[config.mk]
export PLATFORM = sky130hd
export DESIGN_NAME = fifo_param_thr
export DESIGN_NICKNAME = d
export VERILOG_FILES = /design/src/rtl/fifo_param_thr.sv
export SDC_FILE = /design/constraint.sdc
export NUM_CORES = 1
export LEC_CHECK = 0
export CORE_UTILIZATION = 50
export CTS_BUF_LIST = sky130_fd_sc_hd__clkbuf_4 sky130_fd_sc_hd__clkbuf_8
export DETAILED_ROUTE_END_ITERATION = 6
export GPL_ROUTABILITY_DRIVEN = 0
export PLACE_DENSITY = 0.79
export REMOVE_ABC_BUFFERS = 1
export SETUP_SLACK_MARGIN = 0.4
export SLEW_MARGIN = 20
export SYNTH_ARGS = -nofsm -noshare
export SYNTH_HDL_FRONTEND = slang
export SYNTH_SLANG_ARGS = --single-unit
[constraint.sdc]
create_clock -name clk -period 9 [get_ports clk]
set_clock_uncertainty 0.15 [all_clocks]
set_input_delay 2.25 -clock clk [delete_from_list [all_inputs] [get_ports clk]]
set_output_delay 2.25 -clock clk [all_outputs]
set_load 0.02 [all_outputs]
[src/rtl/fifo_param_thr.sv]
// Parametrised synchronous FIFO with programmable almost-full/almost-empty
// thresholds, occupancy count, hysteretic pause output and a sticky,
// clearable overflow/underflow error flag. One instance per virtual channel.
module fifo_param_thr #(
    parameter int DATA_SIZE = 8,
    parameter int MAIN_SIZE = 6,
    parameter int CNT_W     = $clog2(MAIN_SIZE + 1)
) (
    input  logic                 clk,
    input  logic                 reset,
    input  logic                 write,
    input  logic                 read,
    input  logic [DATA_SIZE-1:0] data_in_push,
    input  logic [CNT_W-1:0]     thr_almost_full,
    input  logic [CNT_W-1:0]     thr_almost_empty,
    input  logic                 err_clr,
    output logic [DATA_SIZE-1:0] data_out_pop,
    output logic [CNT_W-1:0]     fifo_count,
    output logic                 Fifo_full,
    output logic                 fifo_empty,
    output logic                 almost_full,
    output logic                 almost_empty,
    output logic                 fifo_pause,
    output logic                 fifo_error
);

    localparam int                PTR_W    = (MAIN_SIZE > 1) ? $clog2(MAIN_SIZE) : 1;
    localparam logic [PTR_W-1:0]  LAST_PTR = PTR_W'(MAIN_SIZE - 1);
    localparam logic [CNT_W-1:0]  FULL_CNT = CNT_W'(MAIN_SIZE);

    logic [DATA_SIZE-1:0] mem [MAIN_SIZE];
    logic [PTR_W-1:0]     wr_ptr;
    logic [PTR_W-1:0]     rd_ptr;
    logic [CNT_W-1:0]     count_next;
    logic                 rd_ok;
    logic                 wr_ok;
    logic                 pause_next;
    logic                 error_next;

    // Status flags decoded from the registered count and live thresholds
    always_comb begin
        Fifo_full    = (fifo_count == FULL_CNT);
        fifo_empty   = (fifo_count == '0);
        almost_full  = (fifo_count >= thr_almost_full);
        almost_empty = (fifo_count <= thr_almost_empty);
    end

    // Acceptance: a read frees a slot, so a full FIFO may still take a write
    always_comb begin
        rd_ok = read && !fifo_empty;
        wr_ok = write && (!Fifo_full || rd_ok);
    end

    // Next occupancy, pause and error state
    always_comb begin
        count_next = fifo_count;
        case ({wr_ok, rd_ok})
            2'b10:   count_next = fifo_count + CNT_W'(1);
            2'b01:   count_next = fifo_count - CNT_W'(1);
            default: count_next = fifo_count;
        endcase

        // Inverted thresholds give no hysteresis band: pause tracks the high mark only
        pause_next = fifo_pause;
        if (thr_almost_empty >= thr_almost_full) begin
            pause_next = (count_next >= thr_almost_full);
        end else if (count_next >= thr_almost_full) begin
            pause_next = 1'b1;
        end else if (count_next <= thr_almost_empty) begin
            pause_next = 1'b0;
        end

        // A fresh error takes priority over a clear request in the same cycle
        error_next = (write && !wr_ok) || (read && !rd_ok) || (fifo_error && !err_clr);
    end

    // Storage array; deliberately not reset
    always_ff @(posedge clk) begin
        if (wr_ok) begin
            mem[wr_ptr] <= data_in_push;
        end
    end

    // Pointers, count, registered pop data and status registers
    always_ff @(posedge clk or posedge reset) begin
        if (reset) begin
            wr_ptr       <= '0;
            rd_ptr       <= '0;
            fifo_count   <= '0;
            data_out_pop <= '0;
            fifo_pause   <= 1'b0;
            fifo_error   <= 1'b0;
        end else begin
            if (wr_ok) begin
                wr_ptr <= (wr_ptr == LAST_PTR) ? '0 : wr_ptr + PTR_W'(1);
            end
            if (rd_ok) begin
                rd_ptr       <= (rd_ptr == LAST_PTR) ? '0 : rd_ptr + PTR_W'(1);
                data_out_pop <= mem[rd_ptr];
            end
            fifo_count <= count_next;
            fifo_pause <= pause_next;
            fifo_error <= error_next;
        end
    end

endmodule

==> impl_metrics.yaml, run 1 <==
outcome:
  run_status: "completed"
setup_path:
  worst-r2r-cell-count: 10
  crit_required_ps: 6600
  r2r_setup_slack_ps: 5720
  path_cells: "clkdlybuf4s50_1 -> inv_1 -> ha_1 -> nor2b_1 -> o21a_1 -> o21ai_0 -> clkdlybuf4s50_1"
  startpoint_type: "primary input"
  timing.critical_path.to_type: "output pin"
  critical-path-top-cell-by-count: "clkdlybuf4s50_1"
  worst-path-max-fanout: 2
  kind_of_cell_with_the_highest_combined_delay_on_the_critical_path: "buffers and inverters"
  worstPathArrival_ps: 4180
  reg2reg_to: "fifo_pause$_DFFE_PP0P_"
  critical_path.reg2reg.startpoint: "fifo_count[1]$_DFF_PP0_"
  setup.worst_path.class: "primary input to output pin"
  cp_num_buf_inv: 3
  slowest_stage: "clkdlybuf4s50_1"
  cpPeakStageDelay_ps: 630
die:
  start_util_pct: 52.55
  ioPinCount: 36
  die-height_um: 81.35
  placement_rows: 28
  core_area_um2: 5991
  die-width_um: 81.35
  floorplan.die_area_um2: 6617
clocking:
  post_cts_repair_timing_setup_buffer_count: 0
  path_clk_slew_ps: 60
  cts_repair_resize_count: 0
  worstSkewPairLatency_ps: 330
  numClockSinks: 67
  cts_tree: "yes"
  h-tree-depth: 3
  ctsHoldBuffers: 0
  numCtsBuffers: 9
  clock_tree.root_cell: "clkbuf_8"
  max-clock-path-buffers: 2
yosys:
  muxShareOfSynthArea_pct: 9.062
  synth_area_um2: 3148
  dominantRegCellSynth: "edfxtp_1"
  synth_cells: 224
  synth_simple_gate_area_share_pct: 6.002
  synth-adder-area-share_pct: 6.916
  share_of_synthesized_flip_flops_with_an_asynchronous_set_or_reset_pct: 28.36
  ys_warn_count: 0
  synth.area.top_cells: "edfxtp_1 (46%), dfrtp_1 (15%), mux2i_1 (7.6%), ha_1 (6.0%), a22o_1 (2.2%)"
  synth-compound-area-share_pct: 12.64
  synth-seq-cells: 67
  synth_area_leader_cell: "edfxtp_1"
  yosys.area.top_type_share_pct: 45.79
  synth_cell_type_count: 41
  main_combinational_cell_family_by_area_after_synthesis: "compound AO/OA/AOI/OAI gates"
  syn_avg_cell_area_um2: 14.05
  synth_xor_area_share_pct: 0.5564
  synth_sequential_area_ratio_pct: 60.89
  synth-edff-count: 48
routing:
  postRouteWirelength_um: 5979
  post_drt_via_cell_ratio: 5.621
  ant_nets: 0
  dr_total_vias: 1928
  dr.pass1.iters: 5
  number_of_remaining_drc_errors: 0
  drt_iter0_drc: 102
  drt-wirelength-per-cell_um: 17.43
global_route:
  grt_antenna_before_repair: 0
  grt_pass1_vias: 1989
  overflow: 0
  wire_length_of_the_first_global_routing_pass_um: 9542
  track_usage_pct: 20.44
  largest_net_degree_at_the_start_of_global_routing: 20
hold_path:
  min_path_type: "register to register"
  timing.hold.worst_endpoint: "data_out_pop[5]$_DFFE_PP0N_"
  min_from: "data_out_pop[5]$_DFFE_PP0N_"
  worst_hold_stages: 1
placement:
  dp.final_hpwl_um: 3892
  placement.setup.worst_slack_ps: 2435
  buffer_ports.inserted: 35
finish:
  drive_gt1_share_pct: 10.07
  num-nets-final: 298
  layout_commonest_cell: "edfxtp_1"
  num_antenna_cells: 0
  area.growth.synth_to_final_pct: 21.18
  layout_common_cells: "edfxtp_1 (48), clkdlybuf4s50_1 (35), mux2i_1 (24)"
pwr:
  sequential_share_of_power_pct: 40.0
  p_leak_nw: 1.494
  power_frac_clock_pct: 24.9
  vdd_ir_drop_max_mv: 0.1779
  finalPower_mw: 1.291
  combPwrFrac_pct: 35.1
  intPower_mw: 0.8584
  p_per_area_nw_per_um2: 338.5
  proportion_of_total_power_due_to_net_switching_pct: 33.53
  netSwitchingPower_mw: 0.4331
sta:
  grt_setup_unrepaired: "no"
  timing.final.setup_violations: 0
  share_of_the_clock_period_used_by_the_worst_path_after_layout_pct: 73.08
  timing_hold_violations_final: 0
  layout_setup_ws_ps: 2423
  final_period_minus_worst_setup_slack_ps: 6577
  hold-worst-slack_ps: 354.2
  max_slew_violation_count: 0
  max_slew.worst_pin.slew_ps: 952.0
  slew-limit-headroom_pct: 36.53
  finalSetupTns_ps: 0
  achievable-frequency_ghz: 0.1520
flow_run:
  max-cap-violations: 0
[per-layer routing]
layer,up-vias,wire length (um),track usage (%)
li1,939,-,-
met1,940,2510,23.96
met2,45,3175,34.83
met3,4,263,7.191
met4,0,28,6.607
met5,-,0,0
[kinds of logic after synthesis]
family          Yosys count
compound gates           53
buf+inv                  24
fa+ha+maj                17
xor+xnor                  2
mux                      27
flops                    67
simple gates             34
[cell type report]
cell class	count	area [um^2]
timing repair buffer	40	387.9
clock buffer	11	138.9
tap	75	93.84
inverter	12	45.04
clock inverter	5	125.1
sequential	67	1917
multi-input combinational	133	1107
fill	458	2176
[synth_stat cells (all sizes together), types with 5 or more instances]
| library cell | number |
|---|---|
| a21oi | 10 |
| a22o | 8 |
| a22oi | 8 |
| buf | 10 |
| dfrtp | 19 |
| edfxtp | 48 |
| ha | 15 |
| inv | 12 |
| mux2i | 24 |
| nor2 | 7 |
| nor3 | 5 |
| o21ai | 7 |
[how the worst max path moves through the flow]
| stage | startpoint | to | slack, ps | cells after the start |
|---|---|---|---|---|
| floorplan | thr_almost_empty[1] | almost_empty | 3270 | 5 |
| global placement | thr_almost_empty[1] | almost_empty | 2470 | 7 |
| detailed placement | thr_almost_empty[1] | almost_empty | 2430 | 7 |
| CTS | thr_almost_empty[1] | almost_empty | 2420 | 7 |
| global route | thr_almost_empty[1] | almost_empty | 2320 | 7 |
| finish | thr_almost_empty[1] | almost_empty | 2420 | 7 |
[stage by stage]
| stage | utilization (%) | std cells | area, um^2 |
|---|---|---|---|
| final | 63.68 | 343 | 3815 |
| after global placement | 59.27 | 327 | 3551 |
| after detailed placement | 59.27 | 327 | 3551 |
| after global routing | 63.68 | 343 | 3815 |
| after floorplan | - | 212 | 3069 |
| after CTS | 63.68 | 343 | 3815 |
[state kept, by name, summed over array words and instances (netlist names)]
name / flops
fifo_error: 1
rd_ptr: 3
data_out_pop: 8
fifo_count: 3
wr_ptr: 3
fifo_pause: 1
mem: 48
[power by group through the flow]
stage	Clock (mW)	Combinational [mW]	Sequential [mW]
CTS	0.328	0.458	0.518
finish	0.321	0.454	0.516
global placement	0	0.441	0.520
floorplan	0	0.260	0.530
detailed placement	0	0.452	0.523
global route	0.342	0.498	0.529
Power figures use the tool's default switching activity.
==> run 2, diff against run 1 <==
- PLACE_DENSITY: 0.79 -> 0.82
- clock period: 9 -> 6 ns (I/O delays scaled with it)
==> impl_metrics.yaml, run 2 (same netlist as run 1, synthesis figures left out) <==
clocking:
  h-tree-depth: 3
  clock_tree.root_cell: "clkbuf_8"
  cts_tree: "yes"
  numClockSinks: 67
  numCtsBuffers: 9
  max-clock-path-buffers: 2
  cts_repair_resize_count: 0
  worstSkewPairLatency_ps: 330
  path_clk_slew_ps: 60
  post_cts_repair_timing_setup_buffer_count: 0
  ctsHoldBuffers: 0
setup_path:
  path_cells: "clkdlybuf4s50_1 -> inv_1 -> ha_1 -> nor2b_1 -> o21a_1 -> o21ai_0 -> clkdlybuf4s50_1"
  r2r_setup_slack_ps: 2780
  cp_num_buf_inv: 3
  worstPathArrival_ps: 3390
  worst-path-max-fanout: 2
  crit_required_ps: 4350
  kind_of_cell_with_the_highest_combined_delay_on_the_critical_path: "buffers and inverters"
  worst-r2r-cell-count: 10
  slowest_stage: "clkdlybuf4s50_1"
  cpPeakStageDelay_ps: 630
  crit_start: "thr_almost_empty[1]"
  timing.critical_path.to: "almost_empty"
  crit_cells: 7
  setup.worst_path.class: "primary input to output pin"
  timing.critical_path.to_type: "output pin"
  critical-path-top-cell-by-count: "clkdlybuf4s50_1"
  critical_path.reg2reg.startpoint: "fifo_count[1]$_DFF_PP0_"
  startpoint_type: "primary input"
  reg2reg_to: "fifo_pause$_DFFE_PP0P_"
hold_path:
  worst_hold_stages: 1
  min_path_type: "register to register"
die:
  die-height_um: 81.35
  start_util_pct: 52.55
  core_area_um2: 5991
  ioPinCount: 36
  floorplan.die_area_um2: 6617
  die-width_um: 81.35
  placement_rows: 28
pwr:
  p_per_area_nw_per_um2: 482.5
  vdd_ir_drop_max_mv: 0.2691
  p_leak_nw: 1.465
  finalPower_mw: 1.809
global_route:
  grt_pass1_vias: 1846
  largest_net_degree_at_the_start_of_global_routing: 20
  overflow: 0
  track_usage_pct: 19.24
  grt_antenna_before_repair: 0
  wire_length_of_the_first_global_routing_pass_um: 9087
routing:
  drt-wirelength-per-cell_um: 16.65
  drt_iter0_drc: 162
  dr_total_vias: 1931
  postRouteWirelength_um: 5710
  post_drt_via_cell_ratio: 5.630
  number_of_remaining_drc_errors: 0
  dr.pass1.iters: 4
  ant_nets: 0
finish:
  top_register: "mem"
  largestRegisters: "mem (48), data_out_pop (8)"
  num-nets-final: 298
  layout_common_cells: "edfxtp_1 (48), clkdlybuf4s50_1 (35), mux2i_1 (24)"
  fill_cells: 442
  num_antenna_cells: 0
  layout_commonest_cell: "edfxtp_1"
  area.growth.synth_to_final_pct: 19.12
  largest_reg_flops: 48
  drive_gt1_share_pct: 9.701
sta:
  finalSetupTns_ps: 0
  max_slew_violation_count: 0
  slew-limit-headroom_pct: 34.82
  layout_setup_ws_ps: 958.3
  achievable-frequency_ghz: 0.1983
  timing.final.setup_violations: 0
  hold-worst-slack_ps: 352.6
  grt_setup_unrepaired: "no"
  timing_hold_violations_final: 0
  final_period_minus_worst_setup_slack_ps: 5042
  max_slew.worst_pin.slew_ps: 977.7
  share_of_the_clock_period_used_by_the_worst_path_after_layout_pct: 84.03
flow_run:
  max-cap-violations: 0
outcome:
  run_status: "completed"
placement:
  buffer_ports.inserted: 35
  dp.final_hpwl_um: 3843
  placement.setup.worst_slack_ps: 953.1
[run 2: changes by cell type in the layout (fill, tap and decap cells not counted)]
cell and delta:
bufinv_16 -3, clkbuf_4 +1, clkbuf_8 +1, clkinv_1 +1
[run 2: metrics by stage]
step / area [um^2] / std cells / util, %
final: 3750 / 343 / 62.59
after global routing: 3750 / 343 / 62.59
after CTS: 3750 / 343 / 62.59
after detailed placement: 3551 / 327 / 59.27
after global placement: 3551 / 327 / 59.27
after floorplan: 3069 / 212 / -
[run 2: worst reg2reg max path, cell delays in order, from the launching register on]
cell	delay, ps
dfrtp_1	610
nor3_1	310
nor2_1	100
fa_1	570
nand3_1	90
o21a_1	130
o221ai_1	330
ha_1	320
nand3b_1	90
a2bb2oi_1	70
a221o_1	340
[run 2: layout make-up]
type / instances / area (um^2) / area share (%)
clock buffer: 13 / 160.2 / 4.271
inverter: 12 / 45.04 / 1.201
sequential: 67 / 1917 / 51.12
clock inverter: 3 / 38.79 / 1.034
timing repair buffer: 40 / 387.9 / 10.34
multi-input combinational: 133 / 1107 / 29.53
tap: 75 / 93.84 / 2.503
[run 2: how the worst min path moves through the flow]
| stage | from | end |
|---|---|---|
| after floorplan | wr_ptr[2]$_DFFE_PP0P_ | wr_ptr[2]$_DFFE_PP0P_ |
| after global placement | data_out_pop[5]$_DFFE_PP0N_ | data_out_pop[5]$_DFFE_PP0N_ |
| after detailed placement | data_out_pop[4]$_DFFE_PP0N_ | data_out_pop[4]$_DFFE_PP0N_ |
| after CTS | data_out_pop[7]$_DFFE_PP0N_ | data_out_pop[7]$_DFFE_PP0N_ |
| after global routing | data_out_pop[5]$_DFFE_PP0N_ | data_out_pop[5]$_DFFE_PP0N_ |
| final | data_out_pop[5]$_DFFE_PP0N_ | data_out_pop[5]$_DFFE_PP0N_ |
[run 2: layer usage]
layer	up-vias	routed length, um	global-route usage, %
met4	0	76	5.000
met5	-	0	0
li1	937	-	-
met2	49	2939	31.67
met3	8	302	6.404
met1	937	2391	24.31
[run 2: power breakdown]
group          total, mW  switching (mW)  internal [mW]
Clock              0.366           0.151          0.215
Sequential         0.775           0.162          0.613
Combinational      0.668           0.321          0.347
